### src/rtl/pc_sequencer_pkg.sv
// Shared types and constants for the fetch-stage PC sequencer.
// State codes, pending-redirect encoding, counter widths and parameter limits.
package pc_sequencer_pkg;

  localparam int unsigned STATE_W = 3;
  localparam int unsigned FLUSH_W = 3;
  localparam int unsigned BOOT_W  = 4;
  localparam int unsigned WAIT_W  = 8;
  localparam int unsigned STALL_W = 16;

  localparam logic [STATE_W-1:0] ST_BOOT     = 3'd0;
  localparam logic [STATE_W-1:0] ST_RUN      = 3'd1;
  localparam logic [STATE_W-1:0] ST_WAIT_MEM = 3'd2;
  localparam logic [STATE_W-1:0] ST_FLUSH    = 3'd3;
  localparam logic [STATE_W-1:0] ST_HALT     = 3'd4;

  localparam int unsigned FLUSH_CYCLES_MIN = 1;
  localparam int unsigned FLUSH_CYCLES_MAX = 7;
  localparam int unsigned BOOT_CYCLES_MIN  = 1;
  localparam int unsigned BOOT_CYCLES_MAX  = 15;
  localparam int unsigned MEM_TIMEOUT_MIN  = 1;
  localparam int unsigned MEM_TIMEOUT_MAX  = 255;

  typedef enum logic [1:0] {
    PEND_NONE   = 2'd0,
    PEND_BRANCH = 2'd1,
    PEND_JUMP   = 2'd2
  } pend_e;

  typedef struct packed {
    logic pc_write;
    logic beq_pc_sel;
    logic jump_pc_sel;
    logic if_id_write;
    logic if_id_flush;
    logic id_ex_flush;
  } fetch_ctrl_t;

  function automatic int unsigned clamp_u(input int unsigned v, input int unsigned lo,
                                          input int unsigned hi);
    if (v < lo) return lo;
    if (v > hi) return hi;
    return v;
  endfunction

  // A branch always wins; a held branch is never displaced by a later jump.
  function automatic pend_e pend_merge(input pend_e cur, input logic br, input logic jmp);
    if (br || (cur == PEND_BRANCH)) return PEND_BRANCH;
    if (jmp || (cur == PEND_JUMP)) return PEND_JUMP;
    return PEND_NONE;
  endfunction

endpackage

### src/rtl/pc_sequencer_if.sv
// Hazard/branch-side inputs and PC-register-side controls of the sequencer.
interface pc_sequencer_if;
  import pc_sequencer_pkg::*;

  logic               imem_ready;
  logic               branch_taken;
  logic               jump;
  logic               load_use;
  logic               halt_req;
  logic               halt_clear;
  logic               pc_write;
  logic               beq_pc_sel;
  logic               jump_pc_sel;
  logic               if_id_write;
  logic               if_id_flush;
  logic               id_ex_flush;
  logic               fetch_timeout;
  logic [STALL_W-1:0] stall_cycles;

  modport master (
    output imem_ready, branch_taken, jump, load_use, halt_req, halt_clear,
    input  pc_write, beq_pc_sel, jump_pc_sel, if_id_write, if_id_flush, id_ex_flush,
    input  fetch_timeout, stall_cycles
  );

  modport slave (
    input  imem_ready, branch_taken, jump, load_use, halt_req, halt_clear,
    output pc_write, beq_pc_sel, jump_pc_sel, if_id_write, if_id_flush, id_ex_flush,
    output fetch_timeout, stall_cycles
  );
endinterface

### src/rtl/pc_seq_perf_counter.sv
// Saturating stall-cycle counter; holds at all-ones instead of wrapping.
module pc_seq_perf_counter
  import pc_sequencer_pkg::*;
(
  input  logic               clk,
  input  logic               rst,
  input  logic               en_i,
  output logic [STALL_W-1:0] count_o
);

  logic [STALL_W-1:0] count_q;

  always_ff @(posedge clk) begin
    if (!rst) begin
      count_q <= '0;
    end else if (en_i && (count_q != {STALL_W{1'b1}})) begin
      count_q <= count_q + STALL_W'(1);
    end
  end

  assign count_o = count_q;

endmodule

### src/rtl/pc_sequencer.sv
// Fetch-stage sequencer: picks at most one PC strobe per cycle and the matching
// pipeline flush/enable controls; strobes are combinational from state and inputs.
module pc_sequencer
  import pc_sequencer_pkg::*;
#(
  parameter int unsigned FLUSH_CYCLES = 2,
  parameter int unsigned BOOT_CYCLES  = 2,
  parameter int unsigned MEM_TIMEOUT  = 255
) (
  input logic           clk,
  input logic           rst,
  pc_sequencer_if.slave bus
);

  localparam int unsigned FLUSH_N    = clamp_u(FLUSH_CYCLES, FLUSH_CYCLES_MIN, FLUSH_CYCLES_MAX);
  localparam int unsigned BOOT_N     = clamp_u(BOOT_CYCLES, BOOT_CYCLES_MIN, BOOT_CYCLES_MAX);
  localparam int unsigned TIMEOUT_N  = clamp_u(MEM_TIMEOUT, MEM_TIMEOUT_MIN, MEM_TIMEOUT_MAX);
  localparam int unsigned WAIT_CMP_W = WAIT_W + 1;

  localparam logic [FLUSH_W-1:0]    FLUSH_RELOAD = FLUSH_W'(FLUSH_N - 1);
  localparam logic [BOOT_W-1:0]     BOOT_LAST    = BOOT_W'(BOOT_N - 1);
  localparam logic [WAIT_CMP_W-1:0] TIMEOUT_LIM  = WAIT_CMP_W'(TIMEOUT_N);

  logic [STATE_W-1:0]    state_q, state_d;
  logic [BOOT_W-1:0]     boot_q, boot_d;
  logic [WAIT_W-1:0]     wait_q, wait_d;
  logic [FLUSH_W-1:0]    cnt_q, cnt_d;
  pend_e                 pend_q, pend_d;
  logic                  timeout_q, timeout_d;
  pend_e                 pend_m;
  logic [WAIT_CMP_W-1:0] wait_inc;
  fetch_ctrl_t           ctrl;
  logic                  stall_en;
  logic [STALL_W-1:0]    stall_cnt;

  always_ff @(posedge clk) begin
    if (!rst) begin
      state_q   <= ST_BOOT;
      boot_q    <= '0;
      wait_q    <= '0;
      cnt_q     <= '0;
      pend_q    <= PEND_NONE;
      timeout_q <= 1'b0;
    end else begin
      state_q   <= state_d;
      boot_q    <= boot_d;
      wait_q    <= wait_d;
      cnt_q     <= cnt_d;
      pend_q    <= pend_d;
      timeout_q <= timeout_d;
    end
  end

  // Next-state and strobe decode.
  always_comb begin
    ctrl      = '0;
    state_d   = state_q;
    boot_d    = boot_q;
    wait_d    = wait_q;
    cnt_d     = cnt_q;
    pend_d    = pend_q;
    timeout_d = timeout_q;
    pend_m    = pend_merge(pend_q, bus.branch_taken, bus.jump);
    wait_inc  = WAIT_CMP_W'(wait_q) + WAIT_CMP_W'(1);

    case (state_q)
      ST_BOOT: begin
        if (boot_q >= BOOT_LAST) begin
          boot_d  = '0;
          state_d = ST_RUN;
        end else begin
          boot_d = boot_q + BOOT_W'(1);
        end
      end

      ST_RUN: begin
        if (bus.halt_req) begin
          state_d = ST_HALT;
        end else if (bus.branch_taken) begin
          ctrl.beq_pc_sel  = 1'b1;
          ctrl.if_id_flush = 1'b1;
          ctrl.id_ex_flush = 1'b1;
          cnt_d            = FLUSH_RELOAD;
          state_d          = (FLUSH_RELOAD != '0) ? ST_FLUSH : ST_RUN;
        end else if (bus.jump) begin
          ctrl.jump_pc_sel = 1'b1;
          ctrl.if_id_flush = 1'b1;
        end else if (bus.load_use) begin
          ctrl.id_ex_flush = 1'b1;
        end else if (!bus.imem_ready) begin
          wait_d  = WAIT_W'(1);
          state_d = ST_WAIT_MEM;
        end else begin
          ctrl.pc_write    = 1'b1;
          ctrl.if_id_write = 1'b1;
        end
      end

      // Redirects seen while the fetch is outstanding are replayed on completion.
      ST_WAIT_MEM: begin
        if (bus.imem_ready) begin
          pend_d = PEND_NONE;
          wait_d = '0;
          case (pend_m)
            PEND_BRANCH: begin
              ctrl.beq_pc_sel  = 1'b1;
              ctrl.if_id_flush = 1'b1;
              ctrl.id_ex_flush = 1'b1;
              cnt_d            = FLUSH_RELOAD;
              state_d          = (FLUSH_RELOAD != '0) ? ST_FLUSH : ST_RUN;
            end
            PEND_JUMP: begin
              ctrl.jump_pc_sel = 1'b1;
              ctrl.if_id_flush = 1'b1;
              state_d          = ST_RUN;
            end
            default: begin
              ctrl.pc_write    = 1'b1;
              ctrl.if_id_write = 1'b1;
              state_d          = ST_RUN;
            end
          endcase
        end else if (wait_inc >= TIMEOUT_LIM) begin
          timeout_d = 1'b1;
          pend_d    = PEND_NONE;
          wait_d    = '0;
          state_d   = ST_HALT;
        end else begin
          pend_d = pend_m;
          wait_d = wait_inc[WAIT_W-1:0];
        end
      end

      ST_FLUSH: begin
        ctrl.pc_write    = 1'b1;
        ctrl.if_id_flush = 1'b1;
        if (cnt_q <= FLUSH_W'(1)) begin
          cnt_d   = '0;
          state_d = ST_RUN;
        end else begin
          cnt_d = cnt_q - FLUSH_W'(1);
        end
      end

      ST_HALT: begin
        if (bus.halt_clear) state_d = ST_RUN;
      end

      default: state_d = ST_BOOT;
    endcase
  end

  assign stall_en = ((state_q == ST_RUN) || (state_q == ST_WAIT_MEM)) &&
                    !(ctrl.pc_write || ctrl.beq_pc_sel || ctrl.jump_pc_sel);

  pc_seq_perf_counter u_perf (
    .clk     (clk),
    .rst     (rst),
    .en_i    (stall_en),
    .count_o (stall_cnt)
  );

  // Everything reads as zero while reset is held, registered flags included.
  assign bus.pc_write      = rst & ctrl.pc_write;
  assign bus.beq_pc_sel    = rst & ctrl.beq_pc_sel;
  assign bus.jump_pc_sel   = rst & ctrl.jump_pc_sel;
  assign bus.if_id_write   = rst & ctrl.if_id_write;
  assign bus.if_id_flush   = rst & ctrl.if_id_flush;
  assign bus.id_ex_flush   = rst & ctrl.id_ex_flush;
  assign bus.fetch_timeout = rst & timeout_q;
  assign bus.stall_cycles  = rst ? stall_cnt : '0;

endmodule

### src/flat_wrapper.sv
// flat-port wrapper written by rule: the top's interface ports become plain ports
module pc_sequencer_flat import pc_sequencer_pkg::*;
#(
  parameter int unsigned FLUSH_CYCLES = 2,
  parameter int unsigned BOOT_CYCLES  = 2,
  parameter int unsigned MEM_TIMEOUT  = 255
)
  (clk, rst, bus_imem_ready, bus_branch_taken, bus_jump, bus_load_use, bus_halt_req, bus_halt_clear, bus_pc_write, bus_beq_pc_sel, bus_jump_pc_sel, bus_if_id_write, bus_if_id_flush, bus_id_ex_flush, bus_fetch_timeout, bus_stall_cycles);
  pc_sequencer_if bus_i ();
  input logic clk;
  input logic rst;
  input wire logic [$bits(bus_i.imem_ready)-1:0] bus_imem_ready;
  input wire logic [$bits(bus_i.branch_taken)-1:0] bus_branch_taken;
  input wire logic [$bits(bus_i.jump)-1:0] bus_jump;
  input wire logic [$bits(bus_i.load_use)-1:0] bus_load_use;
  input wire logic [$bits(bus_i.halt_req)-1:0] bus_halt_req;
  input wire logic [$bits(bus_i.halt_clear)-1:0] bus_halt_clear;
  output wire logic [$bits(bus_i.pc_write)-1:0] bus_pc_write;
  output wire logic [$bits(bus_i.beq_pc_sel)-1:0] bus_beq_pc_sel;
  output wire logic [$bits(bus_i.jump_pc_sel)-1:0] bus_jump_pc_sel;
  output wire logic [$bits(bus_i.if_id_write)-1:0] bus_if_id_write;
  output wire logic [$bits(bus_i.if_id_flush)-1:0] bus_if_id_flush;
  output wire logic [$bits(bus_i.id_ex_flush)-1:0] bus_id_ex_flush;
  output wire logic [$bits(bus_i.fetch_timeout)-1:0] bus_fetch_timeout;
  output wire logic [$bits(bus_i.stall_cycles)-1:0] bus_stall_cycles;
  assign bus_i.imem_ready = bus_imem_ready;
  assign bus_i.branch_taken = bus_branch_taken;
  assign bus_i.jump = bus_jump;
  assign bus_i.load_use = bus_load_use;
  assign bus_i.halt_req = bus_halt_req;
  assign bus_i.halt_clear = bus_halt_clear;
  assign bus_pc_write = bus_i.pc_write;
  assign bus_beq_pc_sel = bus_i.beq_pc_sel;
  assign bus_jump_pc_sel = bus_i.jump_pc_sel;
  assign bus_if_id_write = bus_i.if_id_write;
  assign bus_if_id_flush = bus_i.if_id_flush;
  assign bus_id_ex_flush = bus_i.id_ex_flush;
  assign bus_fetch_timeout = bus_i.fetch_timeout;
  assign bus_stall_cycles = bus_i.stall_cycles;
  pc_sequencer #(.FLUSH_CYCLES(FLUSH_CYCLES), .BOOT_CYCLES(BOOT_CYCLES), .MEM_TIMEOUT(MEM_TIMEOUT)) u_core (.clk(clk), .rst(rst), .bus(bus_i));
endmodule
### config.mk
export PLATFORM = sky130hd
export DESIGN_NAME = pc_sequencer_flat
export DESIGN_NICKNAME = d
export VERILOG_FILES = /design/src/rtl/pc_sequencer_pkg.sv /design/src/rtl/pc_sequencer_if.sv /design/src/rtl/pc_seq_perf_counter.sv /design/src/rtl/pc_sequencer.sv /design/src/flat_wrapper.sv
export SDC_FILE = /design/constraint.sdc
export NUM_CORES = 1
export LEC_CHECK = 0
export CAP_MARGIN = 20
export CORE_ASPECT_RATIO = 0.8
export CORE_MARGIN = 2
export CORE_UTILIZATION = 45
export DETAILED_ROUTE_END_ITERATION = 12
export HOLD_SLACK_MARGIN = 0.15
export PLACE_DENSITY = 0.67
export SYNTH_ARGS = -nofsm -noshare
export SYNTH_HDL_FRONTEND = slang
export SYNTH_HIERARCHICAL = 1
export SYNTH_SLANG_ARGS = --single-unit
### constraint.sdc
create_clock -name clk -period 7.1 [get_ports clk]
set_clock_uncertainty 0.05 [all_clocks]
set_input_delay 1.42 -clock clk [delete_from_list [all_inputs] [get_ports clk]]
set_output_delay 1.42 -clock clk [all_outputs]
set_load 0.005 [all_outputs]
==> summary.txt <==
Yosys
  • Mux cell area share after synthesis: 2.151%
  • Simple-gate area share of the yosys netlist: between 30% and 40%
  • Cell count after synthesis: 293
  • Number of distinct library cell variants in the gate-level netlist after synthesis: 54
  • Synth cell count leaders: 37 x dfxtp_1, 25 x nand2_1, 23 x and2_1, 21 x a21oi_1, 18 x o21ai_0
  • Largest family of logic cells by synthesized area: simple AND/OR/NAND/NOR gates
  • Post-Synthesis Cell Area: around 2300 um^2
  • Library cell with the highest instance count after synthesis: dfxtp_1
  • Fraction of registers with async set or reset after synthesis: 0%
  • Synth area leaders: dfxtp_1 32%, and2_1 6.2%, a21oi_1 4.5%
  • Yosys Warn Count: 6
  • Prevailing post-synth register cell: dfxtp_1
  • Post-Syn Area per Cell: 7.943 um^2
  • Compound-gate portion of the synthesized area: between 10% and 20%
  • Share of Yosys cell area claimed by the top area cell type: 31.83%
  • Fraction of synthesized cell area in xor and xnor cells: 2.258%
  • Net count of the mapped netlist: 309
  • Number of storage elements in the synthesis netlist: 37
  • Sequential cell area fraction in the yosys report: 31.83%
  • Adder-Cell Fraction of Synth Area: 4.731%
  • Leading area contributor after synthesis: dfxtp_1
  • Number of flops mapped to enable cells by yosys: 0

Pwr
  • Worst IR drop on VDD: 0.1096 mV
  • Pwr Density: 200.2 nW/um^2
  • Lkg Pwr: 1.014 nW

Floorplanning
  • Area inside the core boundary: 5007 um^2
  • Die Area: 5766 um^2
  • Floorplan die width: approximately 84 um
  • Initial cell density of the core: between 40% and 50%
  • Die boundary height: 68.32 um
  • Number of placement rows: 23
  • Top-Level Pins: 31

Final layout
  • Multi-input logic area: 1495 um^2
  • FF/Latch Area: 740.7 um^2
  • Non-filler instance count after layout: approximately 380
  • Filler Cell Count: between 400 and 500
  • Layout cells sized above 1: 4.969%
  • Antenna cells: 0
  • Layout area overhead: 18.33%
  • Summed area of non-filler cells in the final layout: between 2000 and 3000 um^2
  • Post-layout nets: 337

Clocking
  • Max clock buf depth: 2
  • H-tree depth: 2
  • Cts repair resizes: 0
  • Total CTS buffers: 5
  • Clock-pin slew on the worst setup and hold paths: 0.07 ns
  • Latest clock arrival within the worst-skew pair: 0.28 ns
  • Buffer cell driving the clock tree root: clkbuf_8
  • CTS tree: done
  • Clock Sink Count: 37
  • Number of buffers added to fix hold violations after cts: 0
  • Number of post-CTS setup repair buffers: 0

Routing
  • 1st-iter DRT viols: 231
  • Post-detailed-route wirelength per cell: 14.15 um
  • Via count normalized by instance count: roughly 5.7
  • Detailed-router iteration count before antenna repair: 5
  • Final ANT Viol Nets: 0
  • Residual DRC: 0
  • Count of vias placed by the detailed router: 2202
  • WL final: ~5.4 mm

Worst hold path
  • Kind of path behind the tightest hold check: reg -> reg
  • HP Start: u_core/boot_q[3]

Setup path
  • Category of the worst setup path launch point: input pin
  • Most numerous cell on the critical path: clkdlybuf4s50_1
  • Crit path capture type: primary output
  • Worst r2r path cells: 7
  • Critical Path End: bus_id_ex_flush
  • Largest fanout on the critical path: 7
  • Startpoint-to-endpoint class of the critical path: in -> out
  • R2r startpoint: u_core/state_q[0]
  • Reg2Reg Setup Slack: 4.30 ns
  • Start point of the critical path: bus_halt_req
  • Largest delay contributor family on the critical path: simple AND/OR/NAND/NOR gates
  • Signal arrival time at the worst endpoint: between 3 and 4 ns
  • Crit. path cell count: 5
  • CP cell instances: clkdlybuf4s50_1 -> or4b_1 -> or3b_2 -> a21oi_1 -> clkdlybuf4s50_1
  • Required time of the critical path: roughly 5.6 ns
  • Worst flop-to-flop path endpoint: u_core/u_perf/count_o[9]
  • Critical Path Max Stage Delay: 0.62 ns
  • Cell at the slowest stage of the critical path: or4b_1
  • Number of buffers and inverters on the critical path: 2

Global routing
  • All-Layer GR Usage: 19.39%
  • Total grt overflow: 0
  • Via count of the first global-routing pass: 1869
  • Global-route wire length before repair: 8.894 mm
  • Number of antenna violations at the first check in global routing: 0
  • Pin count of the biggest net entering global routing: 44

Placement
  • Number of input and output port buffers inserted: 30
  • Number of instances in the placed design: 376
  • Final weighted congestion of routability-driven global placement: 0.8891
  • Instance area at placement: 2674 um^2
  • Detailed placement HPWL: 3.924 mm

Timing
  • Unrepaired setup endpoints after global routing: no
  • Time the final worst path needs with I/O delays and setup: 5.154 ns
  • Number of endpoints failing setup at the final stage: 0
  • Fin. max-slew vios: 0
  • Headroom to the max-slew limit: 55.54%
  • Period Utilization, post-route: around 73%
  • Actual slew at the worst max-slew pin: around 0.66 ns
  • Setup tns final: 0 ns
  • Highest Clock Rate: 194.0 MHz
  • Final count of hold timing violations: 0

Run status
  • Run status: completed

Job
  • Count of max-cap constraint violations: 0
area by class of cell:
type	count	share of cell area, %
inverters	12	1.636
repair buffers	32	11.45
well taps	62	2.817
flip-flops and latches	37	26.90
clock buffers	8	2.908
multi-input cells	233	54.29
worst min-delay path by stage:
stage               slack (ns)                to  cells after the start
finish                    0.43  u_core/boot_q[3]                      1
global placement          0.41  u_core/boot_q[3]                      1
detailed placement        0.42  u_core/boot_q[3]                      1
global route              0.45  u_core/wait_q[7]                      1
CTS                       0.43  u_core/boot_q[3]                      1
floorplan                 0.39  u_core/wait_q[7]                      1
state kept, by name, summed over array words and instances (netlist names):
register	count
u_core/u_perf/count_o	16
u_core/wait_q	8
u_core/boot_q	4
u_core/cnt_q	3
u_core/state_q	3
u_core/pend_q	2
u_core/timeout_q	1
cell families after synthesis:
| group | Yosys count |
|---|---|
| buffers and inverters | 23 |
| muxes | 5 |
| and+or+nand+nor | 140 |
| DFF | 37 |
| xor gates and xnor gates | 6 |
| AOI/OAI and AO/OA | 73 |
| adders and majority gates | 9 |
routing by layer:
layer	wire [um]	global-route usage, %	vias up
li1	-	-	1134
met1	2763	28.03	1004
met2	2328	28.97	62
met3	325	5.066	2
met4	13	4.563	0
met5	0	0	-
worst register-to-register path: stages (launching register included):
cell     delay (ns)
dfxtp_1        0.64
nor3b_1        0.21
and2_1         0.26
a21oi_1        0.21
and4b_1        0.39
nand2_1        0.30
or4_1          0.54
a21oi_1        0.15
power breakdown:
part           internal, mW  total (mW)  switching (mW)
clock                0.0698       0.141          0.0708
combinational        0.0729       0.159          0.0857
sequential            0.223       0.252          0.0286
total                 0.366       0.551           0.185
cell usage in the layout, fill, tap and decap left out, types with 2 or more instances in the layout:
cell,Yosys,routed
or4_1,5,5
a21oi_1,21,21
dfxtp_1,37,37
clkbuf_8,0,5
or3_1,5,5
mux2i_1,5,5
inv_1,12,12
nand2b_1,6,6
and2_1,23,23
nor2_1,16,16
nor3b_1,2,2
buf_4,1,2
nand4_1,5,5
nor2b_1,9,9
o211ai_1,2,2
and3_1,5,5
a21o_1,3,3
ha_1,8,8
o22ai_1,4,4
o31ai_1,5,5
or3b_2,2,2
nand3b_1,2,2
xor2_1,5,5
a22oi_1,5,5
nand2_1,25,25
clkdlybuf4s50_1,0,30
o21ai_0,18,18
nor4_1,4,4
o21bai_1,4,4
nor3_1,5,5
nand3_1,13,13
and4_1,4,4
clkbuf_1,9,3
stage by stage:
stage	util, %	worst slack (ns)	total power [mW]	hold slack, ns
detailed placement	53.40	1.947	0.4135	0.4163
CTS	55.00	1.939	0.5562	0.4312
global route	55.00	1.866	0.5930	0.4452
finish	55.00	1.946	0.5513	0.4318
floorplan	-	2.979	0.3726	0.3915
global placement	53.40	1.954	0.4122	0.4100
(Power assumes the default switching activity.)
